===== src/rtl/expr_check_arbiter.sv =====
// Round-robin arbiter sharing one "digit (op digit)*" expression checker
// between two character-stream requesters; one verdict per string plus pass/fail counters.
module expr_check_arbiter #(
  parameter int MAX_LEN = 16,
  parameter int CNT_W   = 16
) (
  input  logic             clk,
  input  logic             clr,
  input  logic [1:0]       req_valid,
  input  logic [15:0]      req_char,
  input  logic [1:0]       req_last,
  output logic [1:0]       req_ready,
  output logic             res_valid,
  output logic             res_ch,
  output logic             res_ok,
  output logic [CNT_W-1:0] ok_cnt,
  output logic [CNT_W-1:0] err_cnt,
  output logic             busy
);

  localparam int LEN_W = $clog2(MAX_LEN + 2);
  localparam logic [LEN_W-1:0] LEN_MAX = LEN_W'(MAX_LEN);
  localparam logic [LEN_W-1:0] LEN_SAT = LEN_W'(MAX_LEN + 1);

  typedef enum logic {ARB_IDLE, ARB_BUSY} arb_t;
  typedef enum logic [1:0] {CK_START, CK_DIGIT, CK_OP, CK_FAIL} chk_t;

  arb_t             state_q, state_d;
  chk_t             chk_q, chk_d, chk_nxt;
  logic [LEN_W-1:0] len_q, len_d, len_nxt;
  logic             grant_q, grant_d;
  logic             last_grant_q, last_grant_d;
  logic             res_valid_q, res_valid_d;
  logic             res_ch_q, res_ch_d;
  logic             res_ok_q, res_ok_d;
  logic [CNT_W-1:0] ok_cnt_q, ok_cnt_d;
  logic [CNT_W-1:0] err_cnt_q, err_cnt_d;
  logic [7:0]       sel_char;
  logic             sel_last;
  logic             hs;

  // Saturating at MAX_LEN+1 keeps an over-long string failed however long it runs.
  function automatic logic [LEN_W-1:0] len_sat_inc(input logic [LEN_W-1:0] l);
    if (l == LEN_SAT) return l;
    return l + 1'b1;
  endfunction

  function automatic chk_t chk_step(input chk_t s, input logic [7:0] ch);
    logic is_digit;
    logic is_op;
    is_digit = (ch >= 8'd48) && (ch <= 8'd57);
    is_op    = (ch == 8'd42) || (ch == 8'd43);
    case (s)
      CK_START: return is_digit ? CK_DIGIT : CK_FAIL;
      CK_DIGIT: return is_op    ? CK_OP    : CK_FAIL;
      CK_OP:    return is_digit ? CK_DIGIT : CK_FAIL;
      default:  return CK_FAIL;
    endcase
  endfunction

  always_comb begin
    state_d      = state_q;
    chk_d        = chk_q;
    len_d        = len_q;
    grant_d      = grant_q;
    last_grant_d = last_grant_q;
    res_valid_d  = 1'b0;
    res_ch_d     = res_ch_q;
    res_ok_d     = res_ok_q;
    ok_cnt_d     = ok_cnt_q;
    err_cnt_d    = err_cnt_q;
    req_ready    = 2'b00;

    sel_char = grant_q ? req_char[15:8] : req_char[7:0];
    sel_last = req_last[grant_q];
    hs       = (state_q == ARB_BUSY) && req_valid[grant_q];
    chk_nxt  = chk_step(chk_q, sel_char);
    len_nxt  = len_sat_inc(len_q);

    case (state_q)
      ARB_IDLE: begin
        if (|req_valid) begin
          // On a tie the requester that did not win last time gets the string.
          grant_d      = (&req_valid) ? ~last_grant_q : req_valid[1];
          last_grant_d = grant_d;
          state_d      = ARB_BUSY;
        end
      end
      default: begin
        req_ready[grant_q] = 1'b1;
        if (hs) begin
          if (sel_last) begin
            res_valid_d = 1'b1;
            res_ch_d    = grant_q;
            res_ok_d    = (chk_nxt == CK_DIGIT) && (len_nxt <= LEN_MAX);
            if (res_ok_d) ok_cnt_d  = ok_cnt_q + 1'b1;
            else          err_cnt_d = err_cnt_q + 1'b1;
            chk_d   = CK_START;
            len_d   = '0;
            state_d = ARB_IDLE;
          end else begin
            chk_d = chk_nxt;
            len_d = len_nxt;
          end
        end
      end
    endcase
  end

  always_ff @(posedge clk or posedge clr) begin
    if (clr) begin
      state_q      <= ARB_IDLE;
      chk_q        <= CK_START;
      len_q        <= '0;
      grant_q      <= 1'b0;
      last_grant_q <= 1'b1;
      res_valid_q  <= 1'b0;
      res_ch_q     <= 1'b0;
      res_ok_q     <= 1'b0;
      ok_cnt_q     <= '0;
      err_cnt_q    <= '0;
    end else begin
      state_q      <= state_d;
      chk_q        <= chk_d;
      len_q        <= len_d;
      grant_q      <= grant_d;
      last_grant_q <= last_grant_d;
      res_valid_q  <= res_valid_d;
      res_ch_q     <= res_ch_d;
      res_ok_q     <= res_ok_d;
      ok_cnt_q     <= ok_cnt_d;
      err_cnt_q    <= err_cnt_d;
    end
  end

  assign res_valid = res_valid_q;
  assign res_ch    = res_ch_q;
  assign res_ok    = res_ok_q;
  assign ok_cnt    = ok_cnt_q;
  assign err_cnt   = err_cnt_q;
  assign busy      = (state_q == ARB_BUSY);

endmodule


===== config.mk =====
export PLATFORM = sky130hd
export DESIGN_NAME = expr_check_arbiter
export DESIGN_NICKNAME = d
export VERILOG_FILES = /design/src/rtl/expr_check_arbiter.sv
export SDC_FILE = /design/constraint.sdc
export NUM_CORES = 1
export LEC_CHECK = 0
export BUFFER_PORTS_ARGS = -buffer_cell sky130_fd_sc_hd__buf_2
export CAP_MARGIN = 5
export CELL_PAD_IN_SITES_DETAIL_PLACEMENT = 0
export CELL_PAD_IN_SITES_GLOBAL_PLACEMENT = 2
export CORE_MARGIN = 10
export CORE_UTILIZATION = 36
export DETAILED_ROUTE_END_ITERATION = 16
export PLACE_DENSITY = 0.95
export REMOVE_ABC_BUFFERS = 1
export SLEW_MARGIN = 20
export SYNTH_ARGS = -nofsm -noshare
export SYNTH_HDL_FRONTEND = slang
export SYNTH_SLANG_ARGS = --single-unit

===== constraint.sdc =====
create_clock -name clk -period 3.2 [get_ports clk]
set_input_delay 0.16 -clock clk [delete_from_list [all_inputs] [get_ports clk]]
set_output_delay 0.16 -clock clk [all_outputs]
set_load 0.005 [all_outputs]

==> results.py, run 1 <==
metrics = {
    "worst_setup_path": {
        "arrival_ps": 2720,
        "cp_slowest_cell": "dfrtp_1",
        "slowest_delay_ps": 460,
        "r2r_start": "len_q[0]",
        "worstSetupPathType": "reg2reg",
        "end_kind": "flip-flop",
        "cp-start-kind": "flip-flop",
        "rrSetupSlack_ps": 670,
        "reg2reg_depth": 7,
        "cp_cell_sequence": "ha_1 > nand3_1 > xor2_1 > a311o_1 > o211ai_2 > nor2_1 > mux2_2",
        "cp.required_ps": 3390,
        "worstSetupStartpoint": "len_q[0]",
        "r2r_end": "ok_cnt[1]",
        "critPathMaxFanout": 16,
    },
    "timing": {
        "drv_slew": 0,
        "min_period_ps": 2530,
        "max-slew-margin-rel_pct": 42.9,
        "hold_viol": 0,
        "fin_hold_ws_ps": 139,
        "fin_setup_tns_ps": 0,
        "fin_skew_ps": 8.20,
        "max_freq_mhz": 395,
        "rsz0062_at_grt": "false",
        "setup_ws_ps": 666,
        "period_share_pct": 79.2,
        "tightest_slew_ps": 854,
        "setup_viol": 0,
    },
    "placed_design": {
        "gp_congestion": 0.805,
        "io_buffers": 57,
        "hpwl_mm": 4.03,
        "place_ws_ps": 651,
        "place_area_mm2": 0.00273,
    },
    "detailed_routing": {
        "drtIter0Drc": 61,
        "num_vias": 1850,
        "drt-vias-per-instance": 5.15,
        "ant_nets": 0,
        "met1Wirelength_mm": 2.24,
        "wl_met3_um": 266,
        "drc": 0,
        "wl_met2_mm": 2.75,
        "routed_wl_mm": 5.34,
        "drt_pass1_iterations": 4,
        "wl_per_cell_um": 14.9,
        "top_layer": "met4",
    },
    "finish": {
        "layout-drive-gt1-share_pct": 30.9,
        "layout_common_cells": "buf_2, dfrtp_1, xor2_1, nand2_1, nand3_1",
        "nets": 307,
        "antenna_cells": 0,
        "final_common_cell": "buf_2",
        "finish.instance_area_mm2": 0.00286,
        "area_delta_synth_final_pct": 20.4,
    },
    "power": {
        "switching_share_pct": 33.1,
        "power.density_mw_per_mm2": 588,
        "leakage_uw": 0.00147,
        "clock_power_share_pct": 26.2,
        "internal-power_uw": 1120,
        "pwr-share-seq_pct": 47.7,
        "vdd_drop_max_v": 0.000253,
        "pwr-share-comb_pct": 26.1,
        "p_switching_uw": 557,
    },
    "synth": {
        "synth_edf_count": 0,
        "ys_ff_latch": 45,
        "yosysWarnings": 0,
        "synthArstFlopShare_pct": 100,
        "yosysSeqAreaShare_pct": 47.5,
        "synth_cells": 219,
        "synth_area_mm2": 0.00237,
        "ys.flop_type": "dfrtp_1",
        "synth_cell_types": 48,
        "syn_avg_cell_area_um2": 10.8,
    },
    "floorplanning": {
        "dieArea_mm2": 0.0102,
        "die_x_um": 101,
        "io_pins": 60,
        "die_y_um": 101,
        "start_util_pct": 37.2,
        "rows": 29,
        "core-area_mm2": 0.00639,
    },
    "cts": {
        "clk-insertion-delay-late_ps": 300,
        "cts_post_setup_buffers_inserted": 0,
        "ctsResizeCount": 0,
        "cts_tree": "done",
        "clock_path_buffers": 2,
        "cts.root.buffer_cell": "clkbuf_8",
        "numClockSinks": 45,
        "cts.clk_slew.worst_paths_ps": 80,
        "hold_buffers": 1,
        "cts_made_buffers": 5,
        "h-tree-depth": 2,
    },
    "min_path": {
        "hold_path.class": "in2reg",
        "hold_start": "req_valid[1]",
        "min_path_cells": 3,
        "min_to": "busy",
    },
    "global_routing": {
        "overflow": 0,
        "grt_pass1_wl_mm": 8.85,
        "first_global_vias": 1876,
        "antenna_found_initial": 0,
        "grt_max_degree": 37,
        "grt_usage_pct": 10.3,
    },
    "job": {
        "max-cap-violations": 0,
    },
    "status": {
        "outcome": "finished clean",
    },
}
==> how the worst max path moves through the flow <==
stage,end,cells past startpoint
after floorplan,err_cnt[1],6
after global placement,ok_cnt[1],7
after detailed placement,ok_cnt[1],7
after CTS,ok_cnt[1],7
after global routing,ok_cnt[1],7
final,ok_cnt[1],7
==> cell families (layout without fill, tap and decap cells) <==
logic type / count (synthesis) / after routing / synth area share [%]
mux: 5 / 5 / 2.27
simple gates: 97 / 97 / 26.4
compound gates: 27 / 27 / 7.85
xor+xnor: 31 / 31 / 11.4
flops: 45 / 45 / 47.5
buf+inv: 10 / 73 / 2.42
fa+ha+maj: 4 / 4 / 2.11
==> flip-flops by register name (all words and copies together) (netlist names) <==
| register | cells |
|---|---|
| busy | 1 |
| chk_q | 2 |
| err_cnt | 16 |
| grant_q | 1 |
| last_grant_q | 1 |
| len_q | 5 |
| ok_cnt | 16 |
| res_ch | 1 |
| res_ok | 1 |
| res_valid | 1 |
==> metal layers <==
layer | vias up | global-route usage, %
met5 | - | 0
met4 | 0 | 3.86
met3 | 5 | 2.45
met2 | 31 | 18.1
met1 | 900 | 11.9
li1 | 914 | -
==> synth_stat cells (2+ instances only) <==
cell      count  share of area, %
ha_1          4               2.1
a21o_1        3              0.95
o21ai_0      13               2.7
xor2_1       24               8.9
nor2b_1       3              0.79
nand3_1      18               3.8
nor4_4        2               1.8
a21oi_1       2              0.42
nand4_1       5               1.3
mux2i_1       2              0.84
dfrtp_1      44                46
mux2_2        3               1.4
nand2b_1      4               1.1
nor3_1        5               1.1
inv_1         4              0.63
buf_6         2              0.95
and3_1        8               2.1
nor3_2        5               2.1
nor2_1        6              0.95
xnor2_1       7               2.6
nor4_1        6               1.6
nor4_2        4               2.1
nand2_1      20               3.2
==> power groups by stage <==
stage          combinational [uW]  clock, uW  sequential [uW]
2_1_floorplan                 279          0              787
3_3_place_gp                  436          0              810
3_5_place_dp                  449          0              812
4_1_cts                       451        458              801
5_1_grt                       492        478              820
6_report                      438        440              802
==> area by class of cell <==
type	instances	area, um2
inverter	5	18.8
sequential	45	1130
fill	633	3530
tap	77	96.3
timing repair buffer	60	310
clock buffer	7	86.3
clock inverter	1	30.0
multi-input combinational	164	1190
==> worst max-delay path: cells and delay by family, from the launching register on <==
kind | cells | cell delay [ps]
compound gates | 2 | 560
simple gates | 2 | 450
mux | 1 | 370
xor+xnor | 1 | 290
fa+ha+maj | 1 | 290
flops | 1 | 460
==> stage by stage <==
step                      cells  util [%]  total power, uW
after global routing        359      44.8             1790
final                       359      44.8             1680
after floorplan             214         -             1070
after CTS                   359      44.8             1710
after global placement      350      42.8             1250
after detailed placement    350      42.8             1260
(Power assumes the default switching activity.)
==> run 2: changes to the inputs <==
--- a/config.mk
+++ b/config.mk
@@ -10,9 +10,9 @@
 export CELL_PAD_IN_SITES_DETAIL_PLACEMENT = 0
 export CELL_PAD_IN_SITES_GLOBAL_PLACEMENT = 2
 export CORE_MARGIN = 10
-export CORE_UTILIZATION = 36
+export CORE_UTILIZATION = 30
 export DETAILED_ROUTE_END_ITERATION = 16
-export PLACE_DENSITY = 0.95
+export PLACE_DENSITY = 0.87
 export REMOVE_ABC_BUFFERS = 1
 export SLEW_MARGIN = 20
 export SYNTH_ARGS = -nofsm -noshare
==> constraint.sdc (replaced) <==
create_clock -name clk -period 2.1 [get_ports clk]
set_input_delay 0.105 -clock clk [delete_from_list [all_inputs] [get_ports clk]]
set_output_delay 0.105 -clock clk [all_outputs]
set_load 0.005 [all_outputs]
==> run 2 against run 1 <==
The run now ends with negative setup slack left. Die area grew 16%. Total power grew 64%. Clock power grew 56%. Combinational power grew 100%. Global-route usage shrank 0.23 points. Utilization shrank 3.4 points. Register-to-register slack lost 700 ps. Critical path depth grew 2. Clock-buffer cell count shrank 1. Largest cell class unchanged.
==> results.py, run 2 (same netlist as run 1, synthesis figures left out) <==
metrics = {
    "placed_design": {
        "hpwl_mm": 4.25,
        "place_inst": 390,
        "gp_congestion": 0.771,
        "io_buffers": 57,
        "place_area_mm2": 0.00289,
    },
    "timing": {
        "setup_viol": 2,
        "setup_ws_ps": -34.9,
        "period_share_pct": 102,
        "fin_skew_ps": 8.11,
        "hold_viol": 0,
        "rsz0062_at_grt": "true",
        "min_period_ps": 2130,
        "fin_setup_tns_ps": -65.3,
        "tightest_slew_ps": 574,
        "drv_slew": 0,
        "max-slew-margin-rel_pct": 61.7,
        "max_freq_mhz": 468,
    },
    "detailed_routing": {
        "drt_pass1_iterations": 4,
        "drt-vias-per-instance": 4.81,
        "wl_met2_mm": 3.08,
        "wl_met3_um": 340,
        "drtIter0Drc": 89,
        "top_layer": "met4",
        "drc": 0,
        "num_vias": 1934,
        "routed_wl_mm": 5.85,
        "ant_nets": 0,
        "wl_per_cell_um": 14.5,
        "met1Wirelength_mm": 2.35,
    },
    "finish": {
        "area_delta_synth_final_pct": 34.5,
        "finish.instance_area_mm2": 0.00319,
        "layout_common_cells": "buf_2, dfrtp_1, xor2_1, nand2_1",
        "nets": 325,
        "final_util_pct": 41.3,
        "antenna_cells": 0,
        "instances_no_fill": 402,
        "layout-drive-gt1-share_pct": 38.7,
        "nFillCells": 781,
        "final_common_cell": "buf_2",
    },
    "min_path": {
        "min_path_cells": 3,
        "hold_path.class": "in2reg",
    },
    "cts": {
        "cts.root.buffer_cell": "clkbuf_8",
        "cts_made_buffers": 5,
        "clock_path_buffers": 2,
        "cts.clk_slew.worst_paths_ps": 90,
        "cts_tree": "done",
        "clk-insertion-delay-late_ps": 300,
        "numClockSinks": 45,
        "h-tree-depth": 2,
    },
    "floorplanning": {
        "dieArea_mm2": 0.0119,
        "io_pins": 60,
        "die_x_um": 109,
        "start_util_pct": 30.7,
        "core-area_mm2": 0.00773,
        "rows": 32,
        "die_y_um": 109,
    },
    "worst_setup_path": {
        "worstSetupPathType": "reg2reg",
        "end_kind": "flip-flop",
        "arrival_ps": 2360,
        "cp.required_ps": 2320,
        "reg2reg_depth": 9,
        "critPathMaxFanout": 8,
        "cp-start-kind": "flip-flop",
    },
    "power": {
        "vdd_drop_max_v": 0.000425,
        "finalPower_uw": 2760,
        "power.density_mw_per_mm2": 863,
        "leakage_uw": 0.00161,
    },
    "status": {
        "violations": "negative setup slack",
        "outcome": "finished with violations",
    },
    "global_routing": {
        "grt_pass1_wl_mm": 9.66,
        "grt_max_degree": 46,
        "first_global_vias": 1965,
        "overflow": 0,
        "grt_usage_pct": 10.1,
        "antenna_found_initial": 0,
    },
    "job": {
        "max-cap-violations": 0,
    },
}
run 2: what timing repair did:
item / 4_1_cts / 5_1_grt
buffers inserted: 1 / 2
endpoints found under the hold margin: 44 / 0
gates resized for setup: 8 / 16
hold buffers: 1 / 0
setup endpoints to repair: 11 / 28
pin swaps: 4 / 19
cloned: 0 / 0
run 2: critical path, stage by stage, from the launching register on:
cell and delay, ps:
dfrtp_1 390, inv_1 70, ha_2 180, a211o_1 300, a21oi_2 120, a311o_1 200
o211ai_4 160, buf_8 200, nor4_4 270, xor2_1 170
run 2: worst paths after layout:
kind | from | to | slack [ps]
max | len_q[1] | ok_cnt[15] | -30
min | req_valid[1] | busy | 80
max reg2reg | len_q[1] | ok_cnt[15] | -30
min reg2reg | err_cnt[15] | err_cnt[15] | 460
max in group asynchronous | clr | ok_cnt[12] | 1220
min in group asynchronous | clr | ok_cnt[7] | 470
run 2: per-layer routing:
layer | track usage [%] | vias to the layer above
li1 | - | 945
met1 | 11.4 | 947
met2 | 17.8 | 32
met3 | 2.71 | 10
met4 | 3.95 | 0
met5 | 0 | -
run 2: final cells by class:
type                            instances  area, um2  share of cell area, %
Clock inverter                          2       37.5                   1.18
Timing Repair Buffer                   78        465                   14.6
Sequential cell                        45       1130                   35.3
Inverter                                5       18.8                  0.588
Tap cell                              102        128                   4.00
Clock buffer                            6       82.6                   2.59
Multi-Input combinational cell        164       1340                   41.8
run 2: through the flow:
step                      setup WS [ps]  hold slack, ps
after detailed placement          -81.9             289
final                             -34.9            80.3
after CTS                         0.386            73.1
after global routing               -174            99.1
after global placement            -40.0             286
after floorplan                    -408             234
run 2: report_power, final:
group,internal [uW],total [uW],switching [uW]
Sequential,1020,1190,166
Clock,387,688,302
Combinational,410,881,472
==> run 3: changes to the inputs <==
--- a/config.mk
+++ b/config.mk
@@ -5,12 +5,13 @@
 export SDC_FILE = /design/constraint.sdc
 export NUM_CORES = 1
 export LEC_CHECK = 0
+export ABC_AREA = 1
 export BUFFER_PORTS_ARGS = -buffer_cell sky130_fd_sc_hd__buf_2
 export CAP_MARGIN = 5
 export CELL_PAD_IN_SITES_DETAIL_PLACEMENT = 0
 export CELL_PAD_IN_SITES_GLOBAL_PLACEMENT = 2
 export CORE_MARGIN = 10
-export CORE_UTILIZATION = 30
+export CORE_UTILIZATION = 28
 export DETAILED_ROUTE_END_ITERATION = 16
 export PLACE_DENSITY = 0.87
 export REMOVE_ABC_BUFFERS = 1
==> run 3 against run 2 <==
The flow now finishes without violations. Via count rose by 33%. Die area rose by 23%. Register-to-register slack improved by 290 ps. Worst hold slack improved by 10 ps. Total power rose by 12%. Non-clock buffer count fell by 11. Sequential share of layout area fell by 2.5 points. Clock skew rose by 4.6 ps. Critical path depth rose by 4. Clock power rose by 3.5%. Combinational power rose by 34%. First-iteration DRC count fell by 9.0%. Critical endpoint is now err_cnt[8]. Highest routed layer unchanged.
==> results.py, run 3 <==
metrics = {
    "finish": {
        "final_common_cell": "nand2_1",
        "antenna_cells": 0,
        "nFillCells": 1103,
        "layout-drive-gt1-share_pct": 23.2,
        "nets": 460,
        "area_delta_synth_final_pct": 21.2,
        "layout_common_cells": "nand2_1, buf_2, dfrtp_1, inv_1, nand4_1",
    },
    "floorplanning": {
        "start_util_pct": 28.9,
        "die_y_um": 121,
        "die_x_um": 121,
        "dieArea_mm2": 0.0146,
        "rows": 36,
        "core-area_mm2": 0.00982,
        "io_pins": 60,
    },
    "global_routing": {
        "overflow": 0,
        "grt_pass1_wl_mm": 12.9,
        "antenna_found_initial": 0,
        "grt_usage_pct": 10.5,
        "grt_max_degree": 21,
        "first_global_vias": 2582,
    },
    "synth": {
        "ys.flop_type": "dfrtp_1",
        "synthMuxAreaShare_pct": 0,
        "synth_xor_area_share_pct": 7.37,
        "yosysSeqAreaShare_pct": 39.8,
        "synthArstFlopShare_pct": 100,
        "synth_cell_types": 39,
        "synth_most_common_cell": "nand2_1",
        "synth_top_area_share_pct": 38.8,
        "synthTopCellsByArea": "dfrtp_1, nand2_1, nand4_1",
        "synthSimpleGateAreaFrac_pct": 37.3,
        "synthAdderAreaFrac_pct": 1.77,
        "ys_ff_latch": 45,
        "syn_avg_cell_area_um2": 7.70,
        "synth_cells": 368,
        "synth_top_family_by_area": "simple AND/OR/NAND/NOR gates",
        "synth_edf_count": 0,
        "synth_area_mm2": 0.00284,
        "synth_common_cells": "nand2_1, dfrtp_1, inv_1, nand4_1, nand3_1",
        "yosysTopAreaCell": "dfrtp_1",
        "yosysWarnings": 0,
        "synth_compound_area_share_pct": 5.56,
    },
    "cts": {
        "cts.root.buffer_cell": "clkbuf_8",
        "numClockSinks": 45,
        "ctsResizeCount": 0,
        "cts.clk_slew.worst_paths_ps": 100,
        "cts_tree": "done",
        "cts_post_setup_buffers_inserted": 0,
        "clk-insertion-delay-late_ps": 310,
        "hold_buffers": 1,
        "cts_made_buffers": 5,
        "clock_path_buffers": 2,
        "h-tree-depth": 2,
    },
    "status": {
        "outcome": "finished clean",
    },
    "placed_design": {
        "io_buffers": 57,
        "gp_congestion": 0.780,
        "hpwl_mm": 5.73,
        "place_ws_ps": 263,
    },
    "detailed_routing": {
        "drtIter0Drc": 81,
        "routed_wl_mm": 7.49,
        "drt-vias-per-instance": 4.52,
        "num_vias": 2569,
        "drt_pass1_iterations": 4,
        "ant_nets": 0,
        "wl_per_cell_um": 13.2,
        "drc": 0,
    },
    "worst_setup_path": {
        "end_kind": "flip-flop",
        "worstSetupPathType": "reg2reg",
        "critPathMaxFanout": 12,
        "arrival_ps": 2040,
        "rrSetupSlack_ps": 250,
        "cp-start-kind": "flip-flop",
        "cp.required_ps": 2290,
    },
    "power": {
        "power.density_mw_per_mm2": 898,
        "vdd_drop_max_v": 0.000553,
        "leakage_uw": 0.00175,
    },
    "timing": {
        "setup_viol": 0,
        "setup_ws_ps": 254,
        "period_share_pct": 87.9,
        "drv_slew": 0,
        "tightest_slew_ps": 379,
        "rsz0062_at_grt": "false",
        "fin_setup_tns_ps": 0,
        "fin_skew_ps": 12.8,
        "min_period_ps": 1850,
        "max_freq_mhz": 542,
        "max-slew-margin-rel_pct": 74.7,
        "hold_viol": 0,
    },
    "job": {
        "max-cap-violations": 0,
    },
    "min_path": {
        "hold_path.class": "in2reg",
    },
}
run 3: changes by cell type in the layout (fill, tap and decap cells not counted), moves of 7 or more:
| cell | delta |
|---|---|
| and3_1 | -7 |
| buf_4 | -11 |
| inv_1 | +34 |
| nand2_1 | +106 |
| nand4_1 | +20 |
| nor2_1 | +11 |
| nor3_1 | +8 |
| nor4_4 | -9 |
| xor2_1 | -11 |
run 3: logic make-up (layout without fill, tap and decap cells):
| logic type | after synthesis | in the layout |
|---|---|---|
| simple gates | 222 | 222 |
| buf+inv | 50 | 117 |
| flops | 45 | 45 |
| compound gates | 24 | 24 |
| xor+xnor | 23 | 23 |
| fa+ha+maj | 4 | 4 |
run 3: routing by layer:
metal	GRT usage, %	routed length, um	up-vias
met1	12.7	3390	1197
met3	2.89	344	6
met4	2.34	51	0
met5	0	0	-
met2	18.0	3710	45
li1	-	-	1321
run 3: final timing paths:
path,from,to,cells after the start
worst max-delay path,len_q[1],err_cnt[8],13
worst min-delay path,req_valid[1],busy,3
worst max register to register,len_q[1],err_cnt[8],13
worst min register to register,res_ch,res_ch,2
max in group asynchronous,clr,last_grant_q,4
min in group asynchronous,clr,len_q[1],3
run 3: final cells by class:
class | count | area, um2 | area share, %
tap | 133 | 166 | 4.84
timing repair buffer | 67 | 388 | 11.3
sequential | 45 | 1130 | 32.8
inverter | 42 | 160 | 4.66
clock inverter | 2 | 37.5 | 1.09
multi-input combinational | 273 | 1480 | 42.9
clock buffer | 6 | 82.6 | 2.40
run 3: worst max-delay path: stages (launching register included):
cell	delay, ps
dfrtp_1	420
inv_1	100
ha_1	170
nand2_1	60
nor2_2	150
nor2_1	80
nor2_2	100
nand3_2	130
nand2_4	150
nand2_4	60
nand2_4	80
inv_2	110
nand2_1	80
nand2_1	50
run 3: stage by stage:
step / utilization, % / instances / instance area (um2) / hold WS (ps) / power (uW)
after global routing: 35.0 / 568 / 3440 / 102 / 3320
after floorplan: - / 360 / 2760 / 264 / 1930
final: 35.0 / 568 / 3440 / 90.3 / 3090
after detailed placement: 33.7 / 559 / 3310 / 118 / 2410
after CTS: 35.0 / 568 / 3440 / 87.7 / 3130
after global placement: 33.7 / 559 / 3310 / 106 / 2390
run 3: power breakdown:
group / total (uW) / switching (uW) / internal, uW
clock: 712 / 325 / 388
sequential: 1190 / 171 / 1020
combinational: 1180 / 761 / 424
